===== src/rtl/instr_fetch_decode_if.sv =====
`default_nettype none
// ==========================================================================
// instr_fetch_decode_if : controller strobe/PC, imem read/ack bus and decoded fields
// Rev 1.0
// ==========================================================================
interface instr_fetch_decode_if;
  logic        IRenable;
  logic [31:0] PCin;
  logic        imem_read;
  logic [31:0] imem_address;
  logic [31:0] imem_data;
  logic        imem_ack;
  logic [6:0]  op;
  logic [2:0]  funct3;
  logic [6:0]  funct7;
  logic [4:0]  rs1;
  logic [4:0]  rs2;
  logic [4:0]  rd;
  logic [11:0] imm12;
  logic [19:0] immhi;
  logic [31:0] instr_pc;
  logic        decodeComplete;
  logic        illegal;
  logic        fetch_fault;

  modport master (
    input  IRenable, PCin, imem_data, imem_ack,
    output imem_read, imem_address, op, funct3, funct7, rs1, rs2, rd,
           imm12, immhi, instr_pc, decodeComplete, illegal, fetch_fault
  );

  modport slave (
    output IRenable, PCin, imem_data, imem_ack,
    input  imem_read, imem_address, op, funct3, funct7, rs1, rs2, rd,
           imm12, immhi, instr_pc, decodeComplete, illegal, fetch_fault
  );
endinterface
`default_nettype wire


===== src/rtl/instr_fetch_decode.sv =====
`default_nettype none
// ==========================================================================
// instr_fetch_decode : fetches one word on IRenable and splits it into RV32I
// fields. Optional macro FETCH_TIMEOUT_EN adds an imem_ack wait timeout. Rev 1.0
// ==========================================================================
module instr_fetch_decode #(
  parameter int XLEN          = 32,
  parameter int FETCH_TIMEOUT = 255
) (
  input  logic                 clk,
  input  logic                 reset,
  instr_fetch_decode_if.master bus
);

  localparam logic [1:0] IDLE   = 2'd0;
  localparam logic [1:0] FETCH  = 2'd1;
  localparam logic [1:0] DECODE = 2'd2;
  localparam logic [1:0] DONE   = 2'd3;

  localparam logic [6:0] OP_REG    = 7'b0110011;
  localparam logic [6:0] OP_IMM    = 7'b0010011;
  localparam logic [6:0] OP_LOAD   = 7'b0000011;
  localparam logic [6:0] OP_STORE  = 7'b0100011;
  localparam logic [6:0] OP_BRANCH = 7'b1100011;
  localparam logic [6:0] OP_JAL    = 7'b1101111;
  localparam logic [6:0] OP_JALR   = 7'b1100111;
  localparam logic [6:0] OP_LUI    = 7'b0110111;
  localparam logic [6:0] OP_AUIPC  = 7'b0010111;
  localparam logic [6:0] OP_SYSTEM = 7'b1110011;
  localparam logic [6:0] OP_FENCE  = 7'b0001111;

  logic [1:0]  state_q, state_d;
  logic [31:0] pc_q, pc_d;
  logic [31:0] ir_q, ir_d;
  logic [31:0] instr_pc_q, instr_pc_d;
  logic [6:0]  op_q, op_d;
  logic [2:0]  funct3_q, funct3_d;
  logic [6:0]  funct7_q, funct7_d;
  logic [4:0]  rs1_q, rs1_d;
  logic [4:0]  rs2_q, rs2_d;
  logic [4:0]  rd_q, rd_d;
  logic [11:0] imm12_q, imm12_d;
  logic [19:0] immhi_q, immhi_d;
  logic        decode_complete_q, decode_complete_d;
  logic        illegal_q, illegal_d;
  logic        fetch_fault_q, fetch_fault_d;

  logic [11:0] imm12_w;
  logic [19:0] immhi_w;
  logic        illegal_w;
  logic        timeout_w;

  // The datapath is hard-wired to 32 bits and the wait counter to 8 bits.
  always_ff @(posedge clk) begin
    assert (XLEN == 32 && FETCH_TIMEOUT >= 1 && FETCH_TIMEOUT <= 255);
  end

`ifdef FETCH_TIMEOUT_EN
  logic [7:0] wait_cnt_q, wait_cnt_d;

  always_comb begin
    wait_cnt_d = wait_cnt_q;
    if (state_q != FETCH) begin
      wait_cnt_d = 8'd0;
    end else if (!bus.imem_ack) begin
      wait_cnt_d = wait_cnt_q + 8'd1;
    end
  end

  // Fires on the FETCH cycle whose increment would make the count reach the limit.
  assign timeout_w = (state_q == FETCH) && !bus.imem_ack &&
                     (({1'b0, wait_cnt_q} + 9'd1) == 9'(FETCH_TIMEOUT));

  always_ff @(posedge clk) begin
    if (reset) begin
      wait_cnt_q <= 8'd0;
    end else begin
      wait_cnt_q <= wait_cnt_d;
    end
  end
`else
  assign timeout_w = 1'b0;
`endif

  always_comb begin
    imm12_w   = 12'd0;
    immhi_w   = 20'd0;
    illegal_w = 1'b0;
    case (ir_q[6:0])
      OP_IMM, OP_LOAD, OP_JALR, OP_SYSTEM: imm12_w = ir_q[31:20];
      OP_STORE:  imm12_w = {ir_q[31:25], ir_q[11:7]};
      OP_BRANCH: imm12_w = {ir_q[31], ir_q[7], ir_q[30:25], ir_q[11:8]};
      OP_LUI, OP_AUIPC: immhi_w = ir_q[31:12];
      OP_JAL:    immhi_w = {ir_q[31], ir_q[19:12], ir_q[20], ir_q[30:21]};
      OP_REG, OP_FENCE: ;
      default:   illegal_w = 1'b1;
    endcase
  end

  always_comb begin
    state_d           = state_q;
    pc_d              = pc_q;
    ir_d              = ir_q;
    instr_pc_d        = instr_pc_q;
    op_d              = op_q;
    funct3_d          = funct3_q;
    funct7_d          = funct7_q;
    rs1_d             = rs1_q;
    rs2_d             = rs2_q;
    rd_d              = rd_q;
    imm12_d           = imm12_q;
    immhi_d           = immhi_q;
    decode_complete_d = decode_complete_q;
    illegal_d         = illegal_q;
    fetch_fault_d     = fetch_fault_q;
    case (state_q)
      IDLE, DONE: begin
        if (bus.IRenable) begin
          pc_d              = bus.PCin;
          decode_complete_d = 1'b0;
          illegal_d         = 1'b0;
          fetch_fault_d     = 1'b0;
          if (bus.PCin[1:0] == 2'b00) begin
            state_d = FETCH;
          end else begin
            // Misaligned: skip the memory and decode an all-zero word.
            ir_d          = 32'd0;
            fetch_fault_d = 1'b1;
            state_d       = DECODE;
          end
        end
      end
      FETCH: begin
        if (bus.imem_ack) begin
          ir_d    = bus.imem_data;
          state_d = DECODE;
        end else if (timeout_w) begin
          ir_d          = 32'd0;
          fetch_fault_d = 1'b1;
          state_d       = DECODE;
        end
      end
      DECODE: begin
        op_d              = ir_q[6:0];
        funct3_d          = ir_q[14:12];
        funct7_d          = ir_q[31:25];
        rs1_d             = ir_q[19:15];
        rs2_d             = ir_q[24:20];
        rd_d              = ir_q[11:7];
        imm12_d           = imm12_w;
        immhi_d           = immhi_w;
        illegal_d         = illegal_w;
        instr_pc_d        = pc_q;
        decode_complete_d = 1'b1;
        state_d           = DONE;
      end
      default: state_d = IDLE;
    endcase
  end

  always_ff @(posedge clk) begin
    if (reset) begin
      state_q           <= IDLE;
      pc_q              <= 32'd0;
      ir_q              <= 32'd0;
      instr_pc_q        <= 32'd0;
      op_q              <= 7'd0;
      funct3_q          <= 3'd0;
      funct7_q          <= 7'd0;
      rs1_q             <= 5'd0;
      rs2_q             <= 5'd0;
      rd_q              <= 5'd0;
      imm12_q           <= 12'd0;
      immhi_q           <= 20'd0;
      decode_complete_q <= 1'b0;
      illegal_q         <= 1'b0;
      fetch_fault_q     <= 1'b0;
    end else begin
      state_q           <= state_d;
      pc_q              <= pc_d;
      ir_q              <= ir_d;
      instr_pc_q        <= instr_pc_d;
      op_q              <= op_d;
      funct3_q          <= funct3_d;
      funct7_q          <= funct7_d;
      rs1_q             <= rs1_d;
      rs2_q             <= rs2_d;
      rd_q              <= rd_d;
      imm12_q           <= imm12_d;
      immhi_q           <= immhi_d;
      decode_complete_q <= decode_complete_d;
      illegal_q         <= illegal_d;
      fetch_fault_q     <= fetch_fault_d;
    end
  end

  assign bus.imem_read      = (state_q == FETCH);
  assign bus.imem_address   = (state_q == FETCH) ? pc_q : 32'd0;
  assign bus.op             = op_q;
  assign bus.funct3         = funct3_q;
  assign bus.funct7         = funct7_q;
  assign bus.rs1            = rs1_q;
  assign bus.rs2            = rs2_q;
  assign bus.rd             = rd_q;
  assign bus.imm12          = imm12_q;
  assign bus.immhi          = immhi_q;
  assign bus.instr_pc       = instr_pc_q;
  assign bus.decodeComplete = decode_complete_q;
  assign bus.illegal        = illegal_q;
  assign bus.fetch_fault    = fetch_fault_q;

endmodule
`default_nettype wire

===== src/flat_wrapper.sv =====
// flat-port wrapper written by rule: the top's interface ports become plain ports
module instr_fetch_decode_flat 
#(
  parameter int XLEN          = 32,
  parameter int FETCH_TIMEOUT = 255
)
  (clk, reset, bus_IRenable, bus_PCin, bus_imem_data, bus_imem_ack, bus_imem_read, bus_imem_address, bus_op, bus_funct3, bus_funct7, bus_rs1, bus_rs2, bus_rd, bus_imm12, bus_immhi, bus_instr_pc, bus_decodeComplete, bus_illegal, bus_fetch_fault);
  instr_fetch_decode_if bus_i ();
  input  logic clk;
  input  logic reset;
  input wire logic [$bits(bus_i.IRenable)-1:0] bus_IRenable;
  input wire logic [$bits(bus_i.PCin)-1:0] bus_PCin;
  input wire logic [$bits(bus_i.imem_data)-1:0] bus_imem_data;
  input wire logic [$bits(bus_i.imem_ack)-1:0] bus_imem_ack;
  output wire logic [$bits(bus_i.imem_read)-1:0] bus_imem_read;
  output wire logic [$bits(bus_i.imem_address)-1:0] bus_imem_address;
  output wire logic [$bits(bus_i.op)-1:0] bus_op;
  output wire logic [$bits(bus_i.funct3)-1:0] bus_funct3;
  output wire logic [$bits(bus_i.funct7)-1:0] bus_funct7;
  output wire logic [$bits(bus_i.rs1)-1:0] bus_rs1;
  output wire logic [$bits(bus_i.rs2)-1:0] bus_rs2;
  output wire logic [$bits(bus_i.rd)-1:0] bus_rd;
  output wire logic [$bits(bus_i.imm12)-1:0] bus_imm12;
  output wire logic [$bits(bus_i.immhi)-1:0] bus_immhi;
  output wire logic [$bits(bus_i.instr_pc)-1:0] bus_instr_pc;
  output wire logic [$bits(bus_i.decodeComplete)-1:0] bus_decodeComplete;
  output wire logic [$bits(bus_i.illegal)-1:0] bus_illegal;
  output wire logic [$bits(bus_i.fetch_fault)-1:0] bus_fetch_fault;
  assign bus_i.IRenable = bus_IRenable;
  assign bus_i.PCin = bus_PCin;
  assign bus_i.imem_data = bus_imem_data;
  assign bus_i.imem_ack = bus_imem_ack;
  assign bus_imem_read = bus_i.imem_read;
  assign bus_imem_address = bus_i.imem_address;
  assign bus_op = bus_i.op;
  assign bus_funct3 = bus_i.funct3;
  assign bus_funct7 = bus_i.funct7;
  assign bus_rs1 = bus_i.rs1;
  assign bus_rs2 = bus_i.rs2;
  assign bus_rd = bus_i.rd;
  assign bus_imm12 = bus_i.imm12;
  assign bus_immhi = bus_i.immhi;
  assign bus_instr_pc = bus_i.instr_pc;
  assign bus_decodeComplete = bus_i.decodeComplete;
  assign bus_illegal = bus_i.illegal;
  assign bus_fetch_fault = bus_i.fetch_fault;
  instr_fetch_decode #(.XLEN(XLEN), .FETCH_TIMEOUT(FETCH_TIMEOUT)) u_core (.clk(clk), .reset(reset), .bus(bus_i));
endmodule

===== config.mk =====
export PLATFORM = sky130hd
export DESIGN_NAME = instr_fetch_decode_flat
export DESIGN_NICKNAME = d
export VERILOG_FILES = /design/src/rtl/instr_fetch_decode_if.sv /design/src/rtl/instr_fetch_decode.sv /design/src/flat_wrapper.sv
export SDC_FILE = /design/constraint.sdc
export NUM_CORES = 1
export LEC_CHECK = 0
export CAP_MARGIN = 20
export CORE_ASPECT_RATIO = 1.4
export CORE_MARGIN = 4
export CORE_UTILIZATION = 49
export CTS_BUF_LIST = sky130_fd_sc_hd__clkbuf_4 sky130_fd_sc_hd__clkbuf_8
export DETAILED_ROUTE_END_ITERATION = 8
export PLACE_DENSITY = 0.8
export SYNTH_ARGS = -nofsm -noshare
export SYNTH_HDL_FRONTEND = slang
export SYNTH_SLANG_ARGS = --single-unit

===== constraint.sdc =====
create_clock -name clk -period 2.55 [get_ports clk]
set_input_delay 0.3825 -clock clk [delete_from_list [all_inputs] [get_ports clk]]
set_output_delay 0.3825 -clock clk [all_outputs]
set_load 0.02 [all_outputs]

==> results_dict.tcl, run 1 <==
set metrics [dict create \
    ff_latch_area_sq_mm 0.003303 \
    finalHoldViolations 0 \
    clockRootBuffer "clkbuf_8" \
    die_y_microns 146.0 \
    grt_usage 0.2387 \
    ios 200 \
    max_cap_violations 0 \
    num-nets-final 968 \
    fin_skew_ns 0.01564 \
    syn-cell-area_sq_mm 0.006669 \
    drt_iter0_drc 273 \
    initial_core_util 0.4981 \
    rr_startpoint "u_core.state_q[0]$_SDFFE_PP0P_" \
    slew_viol_final 0 \
    hold_path.startpoint "reset" \
    worst_pin_slew_ns 0.7170 \
    synth-edff-count 0 \
    viasPerCell 5.441 \
    clkSinkCount 165 \
    fin_crit_sh 0.9609 \
    synth.net_count 802 \
    gp_congestion 0.8612 \
    crit_path_end_kind "output port" \
    slew_headroom 0.5191 \
    cts_made_buffers 17 \
    area_delta_synth_final_pct 37.05 \
    synthCells 732 \
    path_cells "inv_1, ha_2, buf_8, and2_1, clkdlybuf4s50_1" \
    path_max_fanout 32 \
    yosysTopAreaCellShare 0.4953 \
    grt_pass1_wl_mm 30.21 \
    start_kind "flip-flop" \
    hp-class "in -> reg" \
    drt.antenna.violating_nets 0 \
    synth_warnings 0 \
    wire_per_inst_microns 17.15 \
    multi_input_comb_area_sq_mm 0.003047 \
    cp_data_arrival_time_ns 2.07 \
    synth_cell_types 42 \
    dpl_worst_slack_ns 0.3979 \
    grt-ovfl-total 0 \
    startpoint "u_core.state_q[1]$_SDFFE_PP0P_" \
    critPathRequiredTime_ns 2.17 \
    finalSetupViolations 0 \
    dp_hpwl_mm 13.32 \
    drive_gt1_frac 0.07143 \
    async_flop_share 0 \
    port_buffers 199 \
    ys_seq_area_frac 0.4953 \
    finalSetupTns_ns 0 \
    path_class "reg -> out" \
    dieArea_sq_mm 0.01557 \
    drt_wl_total_mm 18.73 \
    cpMaxStageDelayCell "clkdlybuf4s50_1" \
    num_vias 5942 \
    worst_slack_ns 0.09966 \
    holdWs_ns 0.3532 \
    drtPass1Iterations 5 \
    antenna_found_initial 0 \
    drc_errors 0 \
    min_period_ns 2.450 \
    syn_area_per_cell_sq_um 9.111 \
    synthFlopType "dfxtp_1" \
    post_cts_buffers 0 \
    fillers 1066 \
    ir_worst_vdd_v 0.0003874 \
    fmax_ghz 0.4081 \
    yosysTopAreaCell "dfxtp_1" \
    slowest_delay_ns 0.60 \
    p_total_mw 6.819 \
    status "completed" \
    diodes 0 \
    yosys-top-cells-area "dfxtp_1 (50%), mux2i_1 (9.6%), nor2_1 (6.8%), a22oi_1 (5.7%), nand2_1 (4.4%)" \
    p_per_area_mw_per_mm2 746.0 \
    coreArea_sq_mm 0.01339 \
    tritoncts "done" \
    leakage_nw 3.580 \
    htreeDepth 4 \
    die_x_microns 106.6 \
    ys_ff_latch 165 \
    cts_buffer_depth 2 \
    grt_max_degree 81 \
    rows 50 \
    grt_pass1_vias 6048 \
    clk_pin_slew_worst_paths_ns 0.09 \
    clkLatencyLatePin_ns 0.45 \
]
[worst max-delay path: cells and delay by family, from the launching register on]
| family | cells | cell delay (ns) |
|---|---|---|
| flops | 1 | 0.37 |
| fa+ha+maj | 1 | 0.24 |
| buf+inv | 3 | 0.88 |
| simple gates | 1 | 0.15 |
[cell usage after synthesis, types with 7 or more instances]
cell type and instances:
a22oi_1 51, clkbuf_1 35, nor2_1 121, a21oi_1 46, dfxtp_1 165, nand2b_1 7, o21ai_1 11, and2_1 34
buf_2 20, nand2_1 79, a211oi_1 22, mux2i_1 64
[placed cells by master (no fill, tap or decap), types with 3 or more instances in the layout]
cell type / n
inv_6: 3
nor2_1: 121
mux2i_1: 64
o21ai_1: 11
clkinvlp_4: 6
a22oi_1: 51
inv_1: 3
mux2_2: 6
a22o_1: 6
nand4b_1: 5
a31oi_1: 5
clkbuf_8: 18
nand3b_1: 4
a21oi_1: 46
nand2b_1: 7
dlymetal6s2s_1: 20
nand4bb_1: 6
buf_4: 15
clkdlybuf4s50_1: 178
a211oi_1: 22
and2_1: 34
nand2_1: 79
or3b_2: 5
dfxtp_1: 165
[metal layers]
metal / vias up / GRT usage / part of all wire
met2: 257 / 0.4155 / 0.50
met3: 49 / 0.06678 / 0.068
met1: 2784 / 0.2671 / 0.39
met4: 0 / 0.1107 / 0.034
met5: - / 0 / 0
li1: 2852 / - / -
[final timing paths]
kind	endpoint	slack, ns	depth (start not counted)
worst max-delay path	bus_imem_address[10]	0.1	5
worst min-delay path	u_core.ir_q[23]$_SDFFE_PP0P_	0.35	2
worst max register to register	u_core.ir_q[2]$_SDFFE_PP0P_	0.50	7
worst min register to register	u_core.bus.imm12[3]$_SDFFE_PP0P_	0.45	2
[logic make-up (layout without fill, tap and decap cells)]
logic type / count (synthesis) / after routing / synth area share
buffers and inverters: 71 / 249 / 0.05178
xor gates and xnor gates: 1 / 1 / 0.001314
muxes: 70 / 70 / 0.1062
DFF: 165 / 165 / 0.4953
adders and majority gates: 2 / 2 / 0.003752
and+or+nand+nor: 272 / 272 / 0.1906
AOI/OAI and AO/OA: 151 / 151 / 0.1510
[where the power goes]
group	switching, mW	internal (mW)
clock	0.964	0.800
combinational	1.15	0.867
sequential	0.195	2.84
total	2.31	4.50
[stage by stage]
step | instances | cell area, sq um | util
2_1_floorplan | 732 | 6669 | -
3_3_place_gp | 1061 | 8708 | 0.6505
3_5_place_dp | 1061 | 8708 | 0.6505
4_1_cts | 1092 | 9090 | 0.6790
5_1_grt | 1092 | 9140 | 0.6827
6_report | 1092 | 9140 | 0.6827
[layout make-up]
class	count	area share
clock buffers	18	0.02710
clock inverters	13	0.01355
inverters	3	0.001232
multi-input cells	496	0.3333
flip-flops and latches	165	0.3614
well taps	182	0.02491
repair buffers	215	0.2385
[registers in the layout (all words and copies together) (netlist names), 3 cells and up]
register             cells
u_core.bus.imm12        12
u_core.bus.rs1           5
u_core.ir_q             32
u_core.bus.instr_pc     32
u_core.bus.immhi        20
u_core.bus.funct3        3
u_core.pc_q             32
u_core.bus.funct7        7
u_core.bus.rd            5
u_core.bus.rs2           5
u_core.bus.op            7
[what timing repair did]
action                                  4_1_cts  5_1_grt
hold buffers                                  0        0
endpoints found under the setup margin       31       20
resized for setup                             3       20
hold endpoints to repair                      0        0
Note: power is estimated with default switching activity, not from simulation.
==> run 2, diff against run 1 <==
--- a/config.mk
+++ b/config.mk
@@ -5,7 +5,7 @@
 export SDC_FILE = /design/constraint.sdc
 export NUM_CORES = 1
 export LEC_CHECK = 0
-export CAP_MARGIN = 20
+export CAP_MARGIN = 40
 export CORE_ASPECT_RATIO = 1.4
 export CORE_MARGIN = 4
 export CORE_UTILIZATION = 49
==> results of run 2 <==
Final layout, timing and power as in run 1 (identical DEF).
==> run 3, diff against run 2 <==
--- a/config.mk
+++ b/config.mk
@@ -6,12 +6,13 @@
 export NUM_CORES = 1
 export LEC_CHECK = 0
 export CAP_MARGIN = 40
-export CORE_ASPECT_RATIO = 1.4
 export CORE_MARGIN = 4
 export CORE_UTILIZATION = 49
 export CTS_BUF_LIST = sky130_fd_sc_hd__clkbuf_4 sky130_fd_sc_hd__clkbuf_8
 export DETAILED_ROUTE_END_ITERATION = 8
 export PLACE_DENSITY = 0.8
+export SETUP_SLACK_MARGIN = 0.2
+export SLEW_MARGIN = 10
 export SYNTH_ARGS = -nofsm -noshare
 export SYNTH_HDL_FRONTEND = slang
 export SYNTH_SLANG_ARGS = --single-unit
==> run 3 against run 2 <==
  * First-iteration DRC count up 86%
  * Sequential power about the same
  * Critical path depth unchanged
  * Largest cell class unchanged
  * Largest power group unchanged
  * Final cell count down 0.27%
  * Via count up 0.62%
  * Clock power up 19%
  * Hold slack better by 0.016 ns
  * Register-to-register slack worse by 0.13 ns
  * Critical path type unchanged
  * Combinational power up 3%
  * Setup slack better by 0.27 ns
  * Highest routed layer unchanged
  * Power up 5.7%
  * Utilization up 0.67 points
==> results_dict.tcl, run 3 (synthesis gave the netlist of run 1 again) <==
set metrics [dict create \
    status "completed" \
    fin_skew_ns 0.009797 \
    rrSetupSlack_ns 0.37 \
    dp.cells 1057 \
    cts_made_buffers 17 \
    diodes 0 \
    clkLatencyLatePin_ns 0.44 \
    die_x_microns 124.7 \
    port_buffers 199 \
    min_delay_worst_endpoint "u_core.bus.op[5]$_SDFFE_PP0P_" \
    htreeDepth 4 \
    clockRootBuffer "clkbuf_8" \
    utilization 0.6894 \
    start_kind "flip-flop" \
    ir_worst_vdd_v 0.0004750 \
    finalHoldViolations 0 \
    max_cap_violations 0 \
    regToRegEndpoint "u_core.ir_q[25]$_SDFFE_PP0P_" \
    clkSinkCount 165 \
    hold_path_depth 2 \
    wire_per_inst_microns 17.05 \
    hp-class "in -> reg" \
    antenna_found_initial 0 \
    ff_latch_area_sq_mm 0.003303 \
    ios 200 \
    hold_path.startpoint "reset" \
    p_per_area_mw_per_mm2 786.3 \
    worst_slack_ns 0.3655 \
    fmax_ghz 0.4578 \
    drtPass1Iterations 5 \
    dpl_worst_slack_ns 0.2110 \
    path_max_fanout 33 \
    multi_input_comb_area_sq_mm 0.003047 \
    drc_errors 0 \
    area_delta_synth_final_pct 37.45 \
    fin_cells 1089 \
    clk_pin_slew_worst_paths_ns 0.08 \
    num-nets-final 970 \
    grt_usage 0.2339 \
    critPathRequiredTime_ns 2.17 \
    crit_path_end_kind "output port" \
    dpl_cell_area_sq_mm 0.008728 \
    slew_headroom 0.4509 \
    drt_wl_total_mm 18.57 \
    coreArea_sq_mm 0.01330 \
    leakage_nw 3.452 \
    dp_hpwl_mm 13.14 \
    viasPerCell 5.490 \
    drive_gt1_frac 0.07448 \
    fin_crit_sh 0.8567 \
    finalSetupTns_ns 0 \
    slew_viol_final 0 \
    rr_worst_depth 7 \
    post_cts_buffers 0 \
    worst_pin_slew_ns 0.8236 \
    grt-ovfl-total 0 \
    cts_buffer_depth 2 \
    dieArea_sq_mm 0.01554 \
    finalSetupViolations 0 \
    initial_core_util 0.5016 \
    rsz0062_at_grt "false" \
    num_vias 5979 \
    stdcell_area_sq_mm 0.009166 \
    final_cell_mix "clkdlybuf4s50_1 (165), dfxtp_1 (165), nor2_1 (121), nand2_1 (79), mux2i_1 (64)" \
    rows 42 \
    die_y_microns 124.7 \
    grt_pass1_wl_mm 30.00 \
    cp_data_arrival_time_ns 1.80 \
    gp_congestion 0.8448 \
    grt_max_degree 67 \
    grt_pass1_vias 5886 \
    tritoncts "done" \
    path_class "reg -> out" \
    rr_startpoint "u_core.state_q[0]$_SDFFE_PP0P_" \
    drt_iter0_drc 508 \
    drt.antenna.violating_nets 0 \
    fillers 1018 \
    min_period_ns 2.184 \
]
==> run 3: metal layers <==
layer  global-route usage  vias up  wire [microns]
met3              0.06389       47            1257
met4               0.1109        0             656
li1                     -     2870               -
met2               0.3740      251            8713
met1               0.2929     2811            7939
met5                    0        -               0
==> run 3: through the flow <==
step                total power, mW  hold slack [ns]
floorplan                     4.334           0.4444
global placement              5.111           0.4397
detailed placement            5.157           0.4455
CTS                           7.252           0.3393
global route                  7.567           0.3695
finish                        7.208           0.3694
==> run 3: final cells by class <==
type | instances | area share
Inverter | 3 | 0.001229
Sequential cell | 165 | 0.3604
Multi-Input combinational cell | 496 | 0.3324
Clock buffer | 21 | 0.03153
Clock inverter | 11 | 0.01870
Timing Repair Buffer | 217 | 0.2318
Tap cell | 176 | 0.02402
==> run 3: how the worst max path moves through the flow <==
stage	startpoint	endpoint	slack (ns)	cells past startpoint
3_3_place_gp	bus_PCin[0]	u_core.ir_q[24]$_SDFFE_PP0P_	0.29	6
3_5_place_dp	bus_PCin[1]	u_core.ir_q[29]$_SDFFE_PP0P_	0.21	6
2_1_floorplan	u_core.state_q[0]$_SDFFE_PP0P_	u_core.ir_q[24]$_SDFFE_PP0P_	0.68	8
5_1_grt	u_core.state_q[0]$_SDFFE_PP0P_	u_core.ir_q[12]$_SDFFE_PP0P_	0.21	7
4_1_cts	u_core.state_q[1]$_SDFFE_PP0P_	bus_imem_read	0.24	4
6_report	u_core.state_q[1]$_SDFFE_PP0P_	bus_imem_address[16]	0.37	5
==> run 3: report_power, final <==
group | switching [mW] | internal [mW] | total, mW
Clock | 0.926 | 1.17 | 2.10
Sequential | 0.193 | 2.84 | 3.03
Combinational | 1.17 | 0.905 | 2.08
==> run 3: repair_timing <==
item | CTS | global route
hold buffers | 0 | 0
setup endpoints to repair | 33 | 1
resized for setup | 36 | 1
pin swaps | 0 | 0
==> run 3: critical path, stage by stage, from the launching register on <==
cell	delay [ns]
dfxtp_1	0.35
inv_1	0.07
ha_2	0.24
buf_12	0.19
and2_1	0.17
dlygate4sd2_1	0.34
